### src/rtl/adapt_uart_tx_fifo_pkg.sv
// Shared types and default parameter values for the buffered UART transmitter.
package adapt_uart_tx_fifo_pkg;

  typedef enum logic [2:0] {
    ST_IDLE   = 3'd0,
    ST_START  = 3'd1,
    ST_DATA   = 3'd2,
    ST_PARITY = 3'd3,
    ST_STOP   = 3'd4
  } state_e;

  localparam int DEF_DATA_W       = 8;
  localparam int DEF_FIFO_DEPTH   = 4;
  localparam int DEF_CLKS_PER_BIT = 16;
  localparam int DEF_PARITY_EN    = 1;

endpackage

### src/rtl/adapt_uart_tx_fifo_sync_fifo.sv
// Small synchronous first-word-fall-through FIFO; DEPTH must be a power of two
// so the pointers wrap naturally.
module sync_fifo #(
  parameter int DATA_W = 8,
  parameter int DEPTH  = 4
) (
  input  logic                         clk,
  input  logic                         rst_n,
  input  logic                         push_i,
  input  logic                         pop_i,
  input  logic [DATA_W-1:0]            wdata_i,
  output logic [DATA_W-1:0]            rdata_o,
  output logic                         full_o,
  output logic                         empty_o,
  output logic [$clog2(DEPTH+1)-1:0]   level_o
);

  localparam int PTR_W = $clog2(DEPTH);
  localparam int LVL_W = $clog2(DEPTH+1);

  logic [DATA_W-1:0] mem_q [DEPTH];
  logic [PTR_W-1:0]  wr_ptr_q, rd_ptr_q;
  logic [LVL_W-1:0]  level_q, level_d;
  logic              do_push, do_pop;

  assign full_o  = (level_q == LVL_W'(DEPTH));
  assign empty_o = (level_q == '0);
  assign do_push = push_i && !full_o;
  assign do_pop  = pop_i && !empty_o;
  assign rdata_o = mem_q[rd_ptr_q];
  assign level_o = level_q;

  always_comb begin
    level_d = level_q;
    if (do_push && !do_pop) begin
      level_d = level_q + LVL_W'(1);
    end else if (!do_push && do_pop) begin
      level_d = level_q - LVL_W'(1);
    end
  end

  always_ff @(posedge clk or negedge rst_n) begin
    if (!rst_n) begin
      wr_ptr_q <= '0;
      rd_ptr_q <= '0;
      level_q  <= '0;
    end else begin
      level_q <= level_d;
      if (do_push) wr_ptr_q <= wr_ptr_q + PTR_W'(1);
      if (do_pop)  rd_ptr_q <= rd_ptr_q + PTR_W'(1);
    end
  end

  // Storage carries no reset; an entry is only read after it has been written.
  always_ff @(posedge clk) begin
    if (do_push) mem_q[wr_ptr_q] <= wdata_i;
  end

endmodule

### src/rtl/adapt_uart_tx_fifo.sv
// Buffered UART transmitter: FIFO-fed serializer with optional parity and
// repeated-data flagging.
module adapt_uart_tx_fifo
  import adapt_uart_tx_fifo_pkg::*;
#(
  parameter int DATA_W       = DEF_DATA_W,
  parameter int FIFO_DEPTH   = DEF_FIFO_DEPTH,
  parameter int CLKS_PER_BIT = DEF_CLKS_PER_BIT,
  parameter int PARITY_EN    = DEF_PARITY_EN
) (
  input  logic                              clk,
  input  logic                              rst_n,
  input  logic [DATA_W-1:0]                 wr_data,
  input  logic                              wr_valid,
  output logic                              wr_ready,
  input  logic                              parity_odd,
  input  logic                              idle_mode,
  output logic                              tx,
  output logic                              busy,
  output logic                              rep_flag,
  output logic [$clog2(FIFO_DEPTH+1)-1:0]   fifo_level,
  output logic                              overrun
);

  localparam int BAUD_W = (CLKS_PER_BIT > 1) ? $clog2(CLKS_PER_BIT) : 1;
  localparam int BIDX_W = $clog2(DATA_W);
  localparam logic [BAUD_W-1:0] BAUD_LAST = BAUD_W'(CLKS_PER_BIT - 1);
  localparam logic [BIDX_W-1:0] BIDX_LAST = BIDX_W'(DATA_W - 1);

  state_e            state_q;
  logic [BAUD_W-1:0] baud_q;
  logic [BIDX_W-1:0] bidx_q;
  logic [DATA_W-1:0] shift_q, last_q, head;
  logic              parity_q, first_q, tx_q, busy_q, rep_q;
  logic              overrun_q, overrun_d;
  logic              fifo_full, fifo_empty, push, pop, bit_done;

  assign wr_ready  = !fifo_full;
  assign push      = wr_valid && !fifo_full;
  assign bit_done  = (baud_q == BAUD_LAST);
  // A new frame starts from idle, or straight out of the last stop cycle.
  assign pop       = !fifo_empty && ((state_q == ST_IDLE) || ((state_q == ST_STOP) && bit_done));
  assign overrun_d = overrun_q || (wr_valid && fifo_full);

  assign tx       = tx_q;
  assign busy     = busy_q;
  assign rep_flag = rep_q;
  assign overrun  = overrun_q;

  sync_fifo #(
    .DATA_W (DATA_W),
    .DEPTH  (FIFO_DEPTH)
  ) u_fifo (
    .clk     (clk),
    .rst_n   (rst_n),
    .push_i  (push),
    .pop_i   (pop),
    .wdata_i (wr_data),
    .rdata_o (head),
    .full_o  (fifo_full),
    .empty_o (fifo_empty),
    .level_o (fifo_level)
  );

  always_ff @(posedge clk or negedge rst_n) begin
    if (!rst_n) begin
      overrun_q <= 1'b0;
    end else begin
      overrun_q <= overrun_d;
    end
  end

  always_ff @(posedge clk or negedge rst_n) begin
    if (!rst_n) begin
      state_q  <= ST_IDLE;
      baud_q   <= '0;
      bidx_q   <= '0;
      shift_q  <= '0;
      last_q   <= '0;
      parity_q <= 1'b0;
      first_q  <= 1'b1;
      tx_q     <= 1'b1;
      busy_q   <= 1'b0;
      rep_q    <= 1'b0;
    end else begin
      if (pop || (state_q == ST_IDLE) || bit_done) begin
        baud_q <= '0;
      end else begin
        baud_q <= baud_q + BAUD_W'(1);
      end

      // Parity and repeat status are fixed here so mid-frame input changes are ignored.
      if (pop) begin
        state_q  <= ST_START;
        shift_q  <= head;
        parity_q <= (^head) ^ parity_odd;
        rep_q    <= idle_mode && !first_q && (head == last_q);
        last_q   <= head;
        first_q  <= 1'b0;
        tx_q     <= 1'b0;
        busy_q   <= 1'b1;
      end else begin
        case (state_q)
          ST_IDLE: begin
          end
          ST_START: begin
            if (bit_done) begin
              state_q <= ST_DATA;
              tx_q    <= shift_q[0];
            end
          end
          ST_DATA: begin
            if (bit_done) begin
              if (bidx_q == BIDX_LAST) begin
                bidx_q <= '0;
                if (PARITY_EN != 0) begin
                  state_q <= ST_PARITY;
                  tx_q    <= parity_q;
                end else begin
                  state_q <= ST_STOP;
                  tx_q    <= 1'b1;
                end
              end else begin
                bidx_q  <= bidx_q + BIDX_W'(1);
                shift_q <= shift_q >> 1;
                tx_q    <= shift_q[1];
              end
            end
          end
          ST_PARITY: begin
            if (bit_done) begin
              state_q <= ST_STOP;
              tx_q    <= 1'b1;
            end
          end
          ST_STOP: begin
            if (bit_done) begin
              state_q <= ST_IDLE;
              busy_q  <= 1'b0;
              rep_q   <= 1'b0;
            end
          end
          default: begin
            state_q <= ST_IDLE;
            tx_q    <= 1'b1;
            busy_q  <= 1'b0;
            rep_q   <= 1'b0;
          end
        endcase
      end
    end
  end

endmodule

### config.mk
export PLATFORM = sky130hd
export DESIGN_NAME = adapt_uart_tx_fifo
export DESIGN_NICKNAME = d
export VERILOG_FILES = /design/src/rtl/adapt_uart_tx_fifo_pkg.sv /design/src/rtl/adapt_uart_tx_fifo_sync_fifo.sv /design/src/rtl/adapt_uart_tx_fifo.sv
export SDC_FILE = /design/constraint.sdc
export NUM_CORES = 1
export LEC_CHECK = 0
export BUFFER_PORTS_ARGS = -buffer_cell sky130_fd_sc_hd__buf_2
export CAP_MARGIN = 20
export CORE_AREA = 2 2 123 65
export DETAILED_ROUTE_END_ITERATION = 16
export DIE_AREA = 0 0 125 67
export PLACE_DENSITY = 0.6
export SKIP_CTS_REPAIR_TIMING = 1
export SYNTH_ARGS = -nofsm -noshare
export SYNTH_HDL_FRONTEND = slang
export SYNTH_HIERARCHICAL = 1
export SYNTH_SLANG_ARGS = --single-unit
### constraint.sdc
create_clock -name clk -period 3.3 [get_ports clk]
set_input_delay 0.165 -clock clk [delete_from_list [all_inputs] [get_ports clk]]
set_output_delay 0.165 -clock clk [all_outputs]
set_load 0.02 [all_outputs]
* After elaboration in Yosys (flattened, before gate mapping)
Memories as Yosys holds them, arrays and structs flattened.
Index checks and enable logic that the tools add are counted.
Widths: inputs -> output; s select.
** Storage, ports and cells
- RAM bits :: 32
- Input port bits :: 13
- Bits in latches :: 0
- Output and inout port bits :: 8
- Word-level logic and storage cells :: 99
- Memories kept :: 1
- Bits in read-only memories :: 0
- Register bits after elaboration :: 39
** Memory list
- u_fifo.mem_q :: depth 4, bits a word 8, read ports 1, clocked after Yosys merged registers in 0, wr ports 1, RTL line adapt_uart_tx_fifo_sync_fifo.sv:21 : logic [DATA_W-1:0] mem_q [DEPTH];
** Cells by class
- Shift operators :: 0
- Muxes and demuxes :: 27
- Reduce and logical (&&, ||, !) cells :: 32
- $add $sub $neg :: 6
- Eq/ne operators :: 17
- Multiply operators :: 0
- Bitwise logic cells :: 2
- Div/mod/pow operators :: 0
- Magnitude comparators :: 0
** Operators by type and width (count)
- $mux 8 :: 4
- $mux 3 :: 9
- $ne 3x3->1 const B :: 5
- $pmux 3 s5 :: 1
- $logic_and 1x1->1 :: 10
- $mux 1 :: 10
- $eq 3x3->1 const B :: 3
- $eq 8x8->1 :: 1
- $reduce_xor 8->1 :: 1
- $add 3x1->3 const B :: 2
- $eq 3x2->1 const B :: 2
- $logic_not 3->1 :: 2
- $reduce_and 3->1 :: 2
- $reduce_and 6->1 :: 1
- $reduce_bool 2->1 :: 3
- $logic_not 1->1 :: 5
- $add 2x1->2 const B :: 2
- $add 4x1->4 const B :: 1
- $eq 4x4->1 const B :: 1
- $logic_or 1x1->1 :: 4
- $mux 4 :: 1
- $ne 2x1->1 const B :: 2
- $ne 2x2->1 const B :: 2
- $pmux 1 s4 :: 1
- other kinds (9) :: 9

* Logic depth before layout (Yosys ltp)
Gate-level depths: netlist of run 1.
- Word-level depth :: 8
- Gate-level depth with buffers :: 12
- Gate-level depth less buffers :: 11

* Hierarchy
Netlist of run 1, hierarchy kept.
** Modules (own cells, without submodules)
- sync_fifo :: area an instance 1589.0 sq um, sequential area each 1136.1 sq um, times used 1, cells each 77
- adapt_uart_tx_fifo :: area an instance 1571.5 sq um, sequential area each 803.3 sq um, times used 1, cells each 152

* Worst setup path before layout of run 1
Ideal clock, no wire load.
- Path kind :: register -> register
- From :: reg u_fifo.level_q[0], in the netlist u_fifo/level_o[0]
- To :: reg u_fifo.level_q[2], in the netlist u_fifo/level_o[2]
- Path buffers :: 1
- Required time :: 3.220 ns
- Clock period less this slack :: 2.667 ns
- Data arrival time :: 2.587 ns
- Setup time :: 0.080 ns
- Stages on the path, launching flop included :: 13
- Path slack :: 0.633 ns
- Cells stage by stage :: dfrtp_1 -> nor3_1 -> nor3_1 -> o21ai_2 -> clkinv_1 -> buf_4 -> nand2b_1 -> ha_1 -> inv_1 -> fa_1 -> xor2_1 -> nor2_1 -> xor2_1
** On the way
- Word-level cells in the longest chain between the ends :: 7
- Elaborated cells on any way between the ends :: 17
- Classes of those cells :: 2 x add/sub; 1 x eq/ne; 2 x mux; 12 x reduce/logical
** RTL lines
- start, declared :: RTL line adapt_uart_tx_fifo_sync_fifo.sv:23 : logic [LVL_W-1:0] level_q, level_d;
- start signal, assigned :: RTL line adapt_uart_tx_fifo_sync_fifo.sv:48 : level_q <= level_d;
- $logic_not 3->1 * :: RTL line adapt_uart_tx_fifo_sync_fifo.sv:27 : assign empty_o = (level_q == '0);
- via fifo_empty :: RTL line adapt_uart_tx_fifo.sv:36 : logic fifo_full, fifo_empty, push, pop, bit_done;
- $logic_not 1->1 * :: RTL line adapt_uart_tx_fifo.sv:42 : assign pop = !fifo_empty && ((state_q == ST_IDLE) || ((state_q == ST_STOP) && bit_done));
- $logic_and 1x1->1 * :: RTL line adapt_uart_tx_fifo.sv:42
- via pop :: RTL line adapt_uart_tx_fifo.sv:36
- $logic_and 1x1->1 * :: RTL line adapt_uart_tx_fifo_sync_fifo.sv:29 : assign do_pop = pop_i && !empty_o;
- $logic_not 1->1 :: RTL line adapt_uart_tx_fifo_sync_fifo.sv:35 : if (do_push && !do_pop) begin
- $logic_and 1x1->1 :: RTL line adapt_uart_tx_fifo_sync_fifo.sv:35
- $mux 3 or $reduce_bool 2->1 (tied branches)
Mark *: on every way through the listed nets, which the timed path passes. The rest lies on a longest branch. The select of a mux whose other input is x is not followed.
A chain may end at the register's enable or synchronous reset.

* Worst setup path after layout of run 1
- From :: reg u_fifo.level_q[0], in the netlist u_fifo/level_o[0]
- To :: reg u_fifo.level_q[1], in the netlist u_fifo/level_o[1]
** On the way
- Word-level cells in the longest chain between the ends :: 7
- Elaborated cells on any way between the ends :: 17
- Classes of those cells :: 2 x add/sub; 1 x eq/ne; 2 x mux; 12 x reduce/logical
** RTL lines (RTL line)
- $logic_not 3->1 * :: adapt_uart_tx_fifo_sync_fifo.sv:27
- via fifo_empty :: adapt_uart_tx_fifo.sv:36
- $logic_not 1->1 * :: adapt_uart_tx_fifo_sync_fifo.sv:29, adapt_uart_tx_fifo.sv:42
- $logic_and 1x1->1 :: adapt_uart_tx_fifo.sv:42
- $logic_and 1x1->1 * :: adapt_uart_tx_fifo_sync_fifo.sv:29
- $logic_not 1->1 * :: adapt_uart_tx_fifo_sync_fifo.sv:35
- $logic_and 1x1->1 * :: adapt_uart_tx_fifo_sync_fifo.sv:35
- $mux 3 * :: adapt_uart_tx_fifo_sync_fifo.sv:35
- via u_fifo.level_d[1] :: adapt_uart_tx_fifo_sync_fifo.sv:23
Marks and branches as above.

==> flow_metrics.env, run 1 <==
export IMPL_multiInputGateArea_um2=1140
export IMPL_failed_checks="negative hold slack"
export IMPL_fillers=633
export IMPL_holdWs_ps=-53.8
export IMPL_cts_reportedPaths_clkPinSlew_ps=50
export IMPL_avgSynthCellArea_um2=13.8
export IMPL_drc=0
export IMPL_slew_headroom_pct=43.1
export IMPL_final_seq_area_um2=1940
export IMPL_nets=277
export IMPL_io_pins=21
export IMPL_start_util_pct=43.8
export IMPL_area_growth_syn_to_layout_pct=14.9
export IMPL_die_area_um2=8380
export IMPL_place_gp_congestion=0.744
export IMPL_vias=1740
export IMPL_hpwlAfterDp_mm=3.59
export IMPL_ant_nets=0
export IMPL_most_common_layout_cells="dfrtp_1 (37), edfxtp_1 (32), nand2_1 (30)"
export IMPL_synth_distinct_cells=46
export IMPL_rr_worst_depth=10
export IMPL_skew_ps=5.90
export IMPL_gr_total_overflow=0
export IMPL_rsz0062_at_grt="no"
export IMPL_syn_nets=251
export IMPL_die_height_um=67
export IMPL_setup_viol=0
export IMPL_min_path_type="in -> async"
export IMPL_cts_tree="done"
export IMPL_grt_pass1_wl_mm=9.05
export IMPL_cts_root_buf="clkbuf_16"
export IMPL_finalSetupTns_ps=0
export IMPL_drive_above_1_share_pct=25.1
export IMPL_num_rows=22
export IMPL_h_tree_depth=3
export IMPL_powerDensity_nw_per_um2=994
export IMPL_design_area_um2=3630
export IMPL_fin_crit_sh_pct=73.6
export IMPL_synth_area_um2=3160
export IMPL_hold_viol=37
export IMPL_max_freq_ghz=0.412
export IMPL_final_min_clock_period_ps=2430
export IMPL_critPathMaxFanout=5
export IMPL_clk_latency_ps=330
export IMPL_cap_violations=0
export IMPL_p_leak_uw=0.00153
export IMPL_layout_commonest_cell="dfrtp_1"
export IMPL_via_per_inst=4.90
export IMPL_grt_total_usage_pct=14.6
export IMPL_post_drt_wl_per_cell_um=14.6
export IMPL_numCtsBuffers=9
export IMPL_fin_util_pct=50.4
export IMPL_seq_area_frac_synth_pct=61.4
export IMPL_insertedDiodeCount=0
export IMPL_endpoint_kind="flip-flop"
export IMPL_required_ps=3510
export IMPL_synthCells=229
export IMPL_crit_type="reg -> reg"
export IMPL_grt_max_degree=40
export IMPL_ys_warn_count=6
export IMPL_die_x_um=125
export IMPL_placed_area_um2=3350
export IMPL_routed_wl_mm=5.17
export IMPL_status="complete, but fails checks"
export IMPL_grt_antenna_before_repair=0
export IMPL_coreArea_um2=7210
export IMPL_cp_start_kind="flip-flop"
export IMPL_drv_slew=0
export IMPL_pre_cts_ws_ps=866
export IMPL_vdd_drop_max_mv=0.412
export IMPL_grt_pass1_vias=1796
export IMPL_drt_iter0_drc=97
export IMPL_cts_sinks=71
export IMPL_worst_slew_pin_transition_ps=854
export IMPL_setup_ws_ps=873
export IMPL_dr_pass1_iters=4
export IMPL_total_power_uw=3610
export IMPL_io_buffers=20
export IMPL_arrival_ps=2640
export IMPL_cts_buffer_depth=2
export IMPL_synth_seq_cells=71
state kept, by name, summed over array words and instances (netlist names):
signal and cells:
baud_q 4, bidx_q 3, busy 1, first_q 1
last_q 8, overrun 1, parity_q 1, rep_flag 1
shift_q 8, state_q 3, tx 1, u_fifo/level_o 3
u_fifo/mem_q 32, u_fifo/rd_ptr_q 2, u_fifo/wr_ptr_q 2
cells in the mapped netlist, drive strengths merged:
library cell  number  area [um^2]
dfrtp             37          926
edfxtp            32          961
nand2             30          113
o21ai             13         68.8
xnor2             13          114
nor2              10         37.5
xor2              10         87.6
ha                 8          100
mux2i              8         80.1
mux4               8          180
inv                7         26.3
a21oi              5         25.0
and2               5         36.3
buf                5         40.0
mux2               4         48.8
clkbuf             3         11.3
nand3              3         27.5
o22ai              3         18.8
a21o               2         16.3
dfstp              2         52.6
nand2b             2         12.5
nor2b              2         15.0
nor3               2         10.0
nor4               2         12.5
a311o              1         11.3
and3               1         7.51
clkinv             1         3.75
fa                 1         20.0
nand3b             1         7.51
nand4              1         6.26
nand4b             1         8.76
nor3b              1         18.8
or2                1         6.26
or3                1         7.51
or3b               1         8.76
or4                1         11.3
xnor3              1         22.5
power breakdown:
part	switching [uW]	internal [uW]
sequential	241	1230
combinational	607	624
clock	332	578
critical path: stages, from the launching register on:
cell and delay, ps:
dfrtp_1 490, nor3_1 90, buf_4 160, nor3_1 310, o21ai_2 120, clkinv_1 80
nand2b_1 100, ha_1 220, inv_1 70, fa_1 410, mux2_2 260
cells by family (layout without fill, tap and decap cells):
family / count (synthesis) / in the layout / share of synthesized area, %
xor gates and xnor gates: 24 / 24 / 7.09
muxes: 20 / 20 / 9.78
DFF: 71 / 71 / 61.4
AOI/OAI and AO/OA: 24 / 24 / 4.43
and+or+nand+nor: 65 / 65 / 11.0
buffers and inverters: 16 / 46 / 2.57
adders and majority gates: 9 / 9 / 3.80
layer usage:
metal | part of all wire, % | vias up | global-route usage, % | wire length (um)
met2 | 44 | 23 | 22.0 | 2260
met5 | 0 | - | 0 | 0
met3 | 4.4 | 5 | 6.02 | 226
met4 | 0.89 | 0 | 5.00 | 46
li1 | - | 862 | - | -
met1 | 51 | 850 | 19.1 | 2640
area by class of cell:
type                       instances  share of cell area [%]
clock buffer                      11                    6.41
sequential                        71                    53.4
tap                               96                    3.31
multi-input combinational        142                    31.4
clock inverter                     4                    1.31
inverter                           8                   0.827
timing repair buffer              23                    3.38
per-stage QoR:
step / cells / hold WS (ps)
6_report: 355 / -53.8
5_1_grt: 355 / 22.6
4_1_cts: 355 / -21.5
3_5_place_dp: 340 / 338
3_3_place_gp: 340 / 323
2_1_floorplan: 229 / -131
worst paths after layout:
path,startpoint,to,slack (ps)
max reg2reg,u_fifo/level_o[0],u_fifo/level_o[1],870
min,rst_n,u_fifo/wr_ptr_q[0],-50
min reg2reg,overrun,overrun,450
max,u_fifo/level_o[0],u_fifo/level_o[1],870
min in group clk,wr_valid,overrun,50
max in group asynchronous,rst_n,shift_q[3],2810
(Power assumes the default switching activity.)
==> run 2: changes to the inputs <==
--- a/config.mk
+++ b/config.mk
@@ -5,12 +5,13 @@
 export SDC_FILE = /design/constraint.sdc
 export NUM_CORES = 1
 export LEC_CHECK = 0
+export ABC_AREA = 1
 export BUFFER_PORTS_ARGS = -buffer_cell sky130_fd_sc_hd__buf_2
 export CAP_MARGIN = 20
-export CORE_AREA = 2 2 123 65
+export CORE_AREA = 2 2 128 68
 export DETAILED_ROUTE_END_ITERATION = 16
-export DIE_AREA = 0 0 125 67
-export PLACE_DENSITY = 0.6
+export DIE_AREA = 0 0 130 70
+export PLACE_DENSITY = 0.59
 export SKIP_CTS_REPAIR_TIMING = 1
 export SYNTH_ARGS = -nofsm -noshare
 export SYNTH_HDL_FRONTEND = slang
==> constraint.sdc (replaced) <==
create_clock -name clk -period 2.35 [get_ports clk]
set_input_delay 0.1175 -clock clk [delete_from_list [all_inputs] [get_ports clk]]
set_output_delay 0.1175 -clock clk [all_outputs]
set_load 0.02 [all_outputs]
==> flow_metrics.env, run 2 <==
export IMPL_ant_nets=0
export IMPL_dr_pass1_iters=4
export IMPL_place_gp_congestion=0.805
export IMPL_min_path_type="in -> reg"
export IMPL_seq_area_frac_synth_pct=56.6
export IMPL_ys_flop_type="dfrtp_1"
export IMPL_skew_ps=3.01
export IMPL_grt_total_usage_pct=16.2
export IMPL_slew_headroom_pct=42.7
export IMPL_design_area_um2=4050
export IMPL_synth_distinct_cells=33
export IMPL_cts_sinks=71
export IMPL_hold_viol=0
export IMPL_io_buffers=20
export IMPL_vdd_drop_max_mv=0.561
export IMPL_synth_area_um2=3430
export IMPL_placed_area_um2=3680
export IMPL_drv_slew=0
export IMPL_rsz0062_at_grt="no"
export IMPL_powerDensity_nw_per_um2=899
export IMPL_numCtsBuffers=9
export IMPL_pre_cts_ws_ps=204
export IMPL_drive_above_1_share_pct=15.8
export IMPL_synth_seq_cells=71
export IMPL_synthTopCellsByCount="nand2_1 (111), inv_1 (59), dfrtp_1 (37)"
export IMPL_gr_total_overflow=0
export IMPL_ys_warn_count=6
export IMPL_p_leak_uw=0.00192
export IMPL_post_drt_wl_per_cell_um=12.4
export IMPL_cap_violations=0
export IMPL_coreArea_um2=8200
export IMPL_final_min_clock_period_ps=2110
export IMPL_required_ps=2570
export IMPL_clk_latency_ps=330
export IMPL_die_x_um=130
export IMPL_die_height_um=70
export IMPL_layout_commonest_cell="nand2_1"
export IMPL_synthTopCellsByArea="edfxtp_1 (28%), dfrtp_1 (27%), nand2_1 (12%), inv_1 (6.5%), o211ai_1 (4.8%)"
export IMPL_reg_top3="u_fifo/mem_q (32), last_q (8), shift_q (8)"
export IMPL_routed_wl_mm=6.59
export IMPL_vias=2453
export IMPL_die_area_um2=9100
export IMPL_io_pins=21
export IMPL_setup_viol=0
export IMPL_largest_reg_flops=32
export IMPL_hpwlAfterDp_mm=4.87
export IMPL_h_tree_depth=3
export IMPL_drt_iter0_drc=209
export IMPL_status="finished, final reports clean"
export IMPL_finalSetupTns_ps=0
export IMPL_grt_antenna_before_repair=0
export IMPL_yosysMostFrequentCell="nand2_1"
export IMPL_cp_start_kind="flip-flop"
export IMPL_max_freq_ghz=0.475
export IMPL_crit_type="reg -> reg"
export IMPL_start_util_pct=41.8
export IMPL_cts_reportedPaths_clkPinSlew_ps=50
export IMPL_area_growth_syn_to_layout_pct=18.2
export IMPL_cts_root_buf="clkbuf_16"
export IMPL_insertedDiodeCount=0
export IMPL_synthCells=367
export IMPL_endpoint_kind="flip-flop"
export IMPL_arrival_ps=2320
export IMPL_via_per_inst=4.64
export IMPL_cts_tree="done"
export IMPL_most_common_layout_cells="nand2_1 (111), inv_1 (59), dfrtp_1 (37)"
export IMPL_setup_ws_ps=243
export IMPL_syn_nets=389
export IMPL_synthArstFlopShare_pct=54.9
export IMPL_nets=429
export IMPL_total_power_uw=3640
export IMPL_synth_top_area_share_pct=28.0
export IMPL_cts_buffer_depth=2
export IMPL_critPathMaxFanout=7
export IMPL_regMostFlops="u_fifo/mem_q"
export IMPL_avgSynthCellArea_um2=9.33
export IMPL_worst_slew_pin_transition_ps=860
export IMPL_synth_largest_area_cell="edfxtp_1"
export IMPL_num_rows=24
export IMPL_synth_edf_count=32
export IMPL_grt_pass1_wl_mm=11.0
export IMPL_fin_crit_sh_pct=89.6
export IMPL_drc=0
export IMPL_grt_max_degree=40
export IMPL_grt_pass1_vias=2282
-- run 2: path summary, 6_finish.rpt --
kind | startpoint | endpoint | slack, ps | depth (start not counted)
max | u_fifo/level_o[0] | u_fifo/level_o[2] | 240 | 13
min | wr_data[0] | u_fifo/mem_q[3][0] | 10 | 1
max reg2reg | u_fifo/level_o[0] | u_fifo/level_o[2] | 240 | 13
min reg2reg | first_q | first_q | 450 | 2
max in group asynchronous | rst_n | u_fifo/wr_ptr_q[1] | 1360 | 2
min in group asynchronous | rst_n | busy | 440 | 2
-- run 2: through the flow --
stage                     instances  utilization [%]  hold slack (ps)
after global routing            529             49.4             8.64
after global placement          508             44.9              295
after detailed placement        508             44.9              283
final                           529             49.4             12.5
after floorplan                 367                -             -178
after CTS                       524             48.7            -63.7
-- run 2: critical path, cell delays in order, from the launching register on --
cell and delay, ps:
dfrtp_1 430, inv_2 50, nand3_1 150, inv_1 90, nor2_2 160, nand2_2 130, inv_1 80, ha_1 160
inv_1 60, fa_1 380, nand2_1 100, nand3_1 70, nand2_1 70, nand2_1 50
-- run 2: cell families after synthesis --
| kind of cell | Yosys count | share of synthesized area, % |
|---|---|---|
| fa+ha+maj | 9 | 3.51 |
| simple gates | 169 | 21.3 |
| buf+inv | 72 | 9.17 |
| xor+xnor | 7 | 1.79 |
| compound gates | 39 | 7.67 |
| flops | 71 | 56.6 |
-- run 2: report_power, final --
| part | internal [uW] | switching [uW] |
|---|---|---|
| registers | 1480 | 74.1 |
| clock network | 918 | 478 |
| logic | 234 | 462 |
| total | 2630 | 1010 |
-- run 2: layer usage --
| metal | track usage [%] | vias up | wire length, um |
|---|---|---|---|
| li1 | - | 1267 | - |
| met1 | 25.2 | 1134 | 3640 |
| met2 | 20.5 | 41 | 2530 |
| met3 | 5.13 | 11 | 313 |
| met4 | 6.09 | 0 | 98 |
| met5 | 0 | - | 0 |
-- run 2: cell type report --
cell class / instances / area [um^2]
Multi-Input combinational cell: 224 / 1170
Clock buffer: 9 / 225
Timing Repair Buffer: 35 / 225
Fill cell: 782 / 4150
Sequential cell: 71 / 1940
Clock inverter: 7 / 87.6
Tap cell: 117 / 146
Inverter: 66 / 250
==> run 3: changes to the inputs <==
--- a/config.mk
+++ b/config.mk
@@ -11,7 +11,7 @@
 export CORE_AREA = 2 2 128 68
 export DETAILED_ROUTE_END_ITERATION = 16
 export DIE_AREA = 0 0 130 70
-export PLACE_DENSITY = 0.59
+export PLACE_DENSITY = 0.63
 export SKIP_CTS_REPAIR_TIMING = 1
 export SYNTH_ARGS = -nofsm -noshare
 export SYNTH_HDL_FRONTEND = slang
==> flow_metrics.env, run 3 (synthesis results as in run 2) <==
export IMPL_grt_total_usage_pct=17.5
export IMPL_pwr_share_comb_pct=19.3
export IMPL_vias=2490
export IMPL_finalSetupTns_ps=0
export IMPL_coreArea_um2=8200
export IMPL_h_tree_depth=3
export IMPL_place_gp_congestion=0.856
export IMPL_sequentialPowerShare_pct=42.5
export IMPL_regMostFlops="u_fifo/mem_q"
export IMPL_status="finished, final reports clean"
export IMPL_fin_util_pct=49.4
export IMPL_met1_usage_pct=26.4
export IMPL_cts_sinks=71
export IMPL_io_buffers=20
export IMPL_cts_root_buf="clkbuf_16"
export IMPL_clock_power_share_pct=38.2
export IMPL_most_common_layout_cells="nand2_1 (111), inv_1 (59), dfrtp_1 (36)"
export IMPL_largest_reg_flops=32
export IMPL_hpwlAfterDp_mm=5.06
export IMPL_drt_iter0_drc=171
export IMPL_swShare_pct=28.5
export IMPL_power_switching_uw=1040
export IMPL_skew_ps=5.50
export IMPL_grt_pass1_vias=2353
export IMPL_max_freq_ghz=0.474
export IMPL_start_util_pct=41.8
export IMPL_endpoint_kind="flip-flop"
export IMPL_nets=428
export IMPL_met2_usage_pct=22.7
export IMPL_grt_antenna_before_repair=0
export IMPL_dr_pass1_iters=4
export IMPL_worst_slew_pin_transition_ps=884
export IMPL_drv_slew=0
export IMPL_drc=0
export IMPL_clk_latency_ps=340
export IMPL_die_area_um2=9100
export IMPL_gr_total_overflow=0
export IMPL_required_ps=2580
export IMPL_setup_viol=0
export IMPL_drive_above_1_share_pct=16.5
export IMPL_cts_reportedPaths_clkPinSlew_ps=60
export IMPL_crit_type="reg -> reg"
export IMPL_use_met3_pct=7.28
export IMPL_min_path_type="in -> reg"
export IMPL_grt_max_degree=40
export IMPL_top_usage_layer="met1"
export IMPL_cts_tree="done"
export IMPL_die_x_um=130
export IMPL_ant_nets=0
export IMPL_critPathMaxFanout=6
export IMPL_grt_pass1_wl_mm=11.8
export IMPL_arrival_ps=2340
export IMPL_p_leak_uw=0.00193
export IMPL_hold_viol=0
export IMPL_insertedDiodeCount=0
export IMPL_io_pins=21
export IMPL_vdd_drop_max_mv=0.538
export IMPL_num_rows=24
export IMPL_cts_buffer_depth=2
export IMPL_cap_violations=0
export IMPL_total_power_uw=3670
export IMPL_via_per_inst=4.72
export IMPL_numCtsBuffers=9
export IMPL_final_min_clock_period_ps=2110
export IMPL_layout_commonest_cell="nand2_1"
export IMPL_powerDensity_nw_per_um2=905
export IMPL_internal_power_uw=2620
export IMPL_fin_crit_sh_pct=89.9
export IMPL_post_drt_wl_per_cell_um=13.3
export IMPL_area_growth_syn_to_layout_pct=18.2
export IMPL_die_height_um=70
export IMPL_slew_headroom_pct=41.1
export IMPL_reg_top3="u_fifo/mem_q (32), last_q (8), shift_q (8)"
export IMPL_cp_start_kind="flip-flop"
export IMPL_rsz0062_at_grt="no"
export IMPL_routed_wl_mm=7.04
==> run 3: worst max-delay path, cell delays in order (launching register included) <==
cell     delay [ps]
dfrtp_1         390
ha_1            240
nand3_2         130
nand2_2          80
nand3_4          80
inv_4            30
nand2_1         110
ha_1            190
inv_1            70
fa_1            400
nand2_1         100
nand3_1          70
nand2_1          60
nand2_1          40
==> run 3: per-stage QoR <==
step,area (um^2),instances,setup WS (ps),hold slack [ps]
6_report,4050,528,238,3.37
5_1_grt,4050,528,17.9,7.09
4_1_cts,3990,523,130,-64.8
3_5_place_dp,3680,507,164,298
3_3_place_gp,3680,507,327,291
2_1_floorplan,3430,367,157,-178
==> run 3: path summary, 6_finish.rpt <==
check	startpoint	slack, ps	endpoint	cells after the start
worst max-delay path	baud_q[0]	240	u_fifo/level_o[2]	13
worst min-delay path	wr_data[2]	3	u_fifo/mem_q[0][2]	1
max in group asynchronous	rst_n	1290	u_fifo/level_o[0]	2
worst min register to register	first_q	450	first_q	2
min in group asynchronous	rst_n	430	rep_flag	2
worst max register to register	baud_q[0]	240	u_fifo/level_o[2]	13
==> run 3: layout make-up <==
class | instances | area (um^2)
multi-input cells | 224 | 1180
fillers | 776 | 4150
flip-flops and latches | 71 | 1940
clock buffers | 13 | 270
clock inverters | 3 | 40.0
inverters | 66 | 250
repair buffers | 34 | 218
well taps | 117 | 146
==> run 3: per-layer routing <==
| metal | part of all wire, % | up-vias | wire [um] |
|---|---|---|---|
| met5 | 0 | - | 0 |
| met4 | 1.7 | 0 | 118 |
| met3 | 6.1 | 11 | 428 |
| met2 | 40 | 55 | 2810 |
| met1 | 52 | 1170 | 3690 |
| li1 | - | 1254 | - |
==> run 3: power groups by stage <==
stage | Sequential (uW) | Clock (uW) | Combinational (uW)
detailed placement | 1580 | 0 | 682
floorplan | 1610 | 0 | 417
finish | 1560 | 1400 | 706
global placement | 1570 | 0 | 662
global route | 1580 | 1470 | 818
CTS | 1550 | 1430 | 692
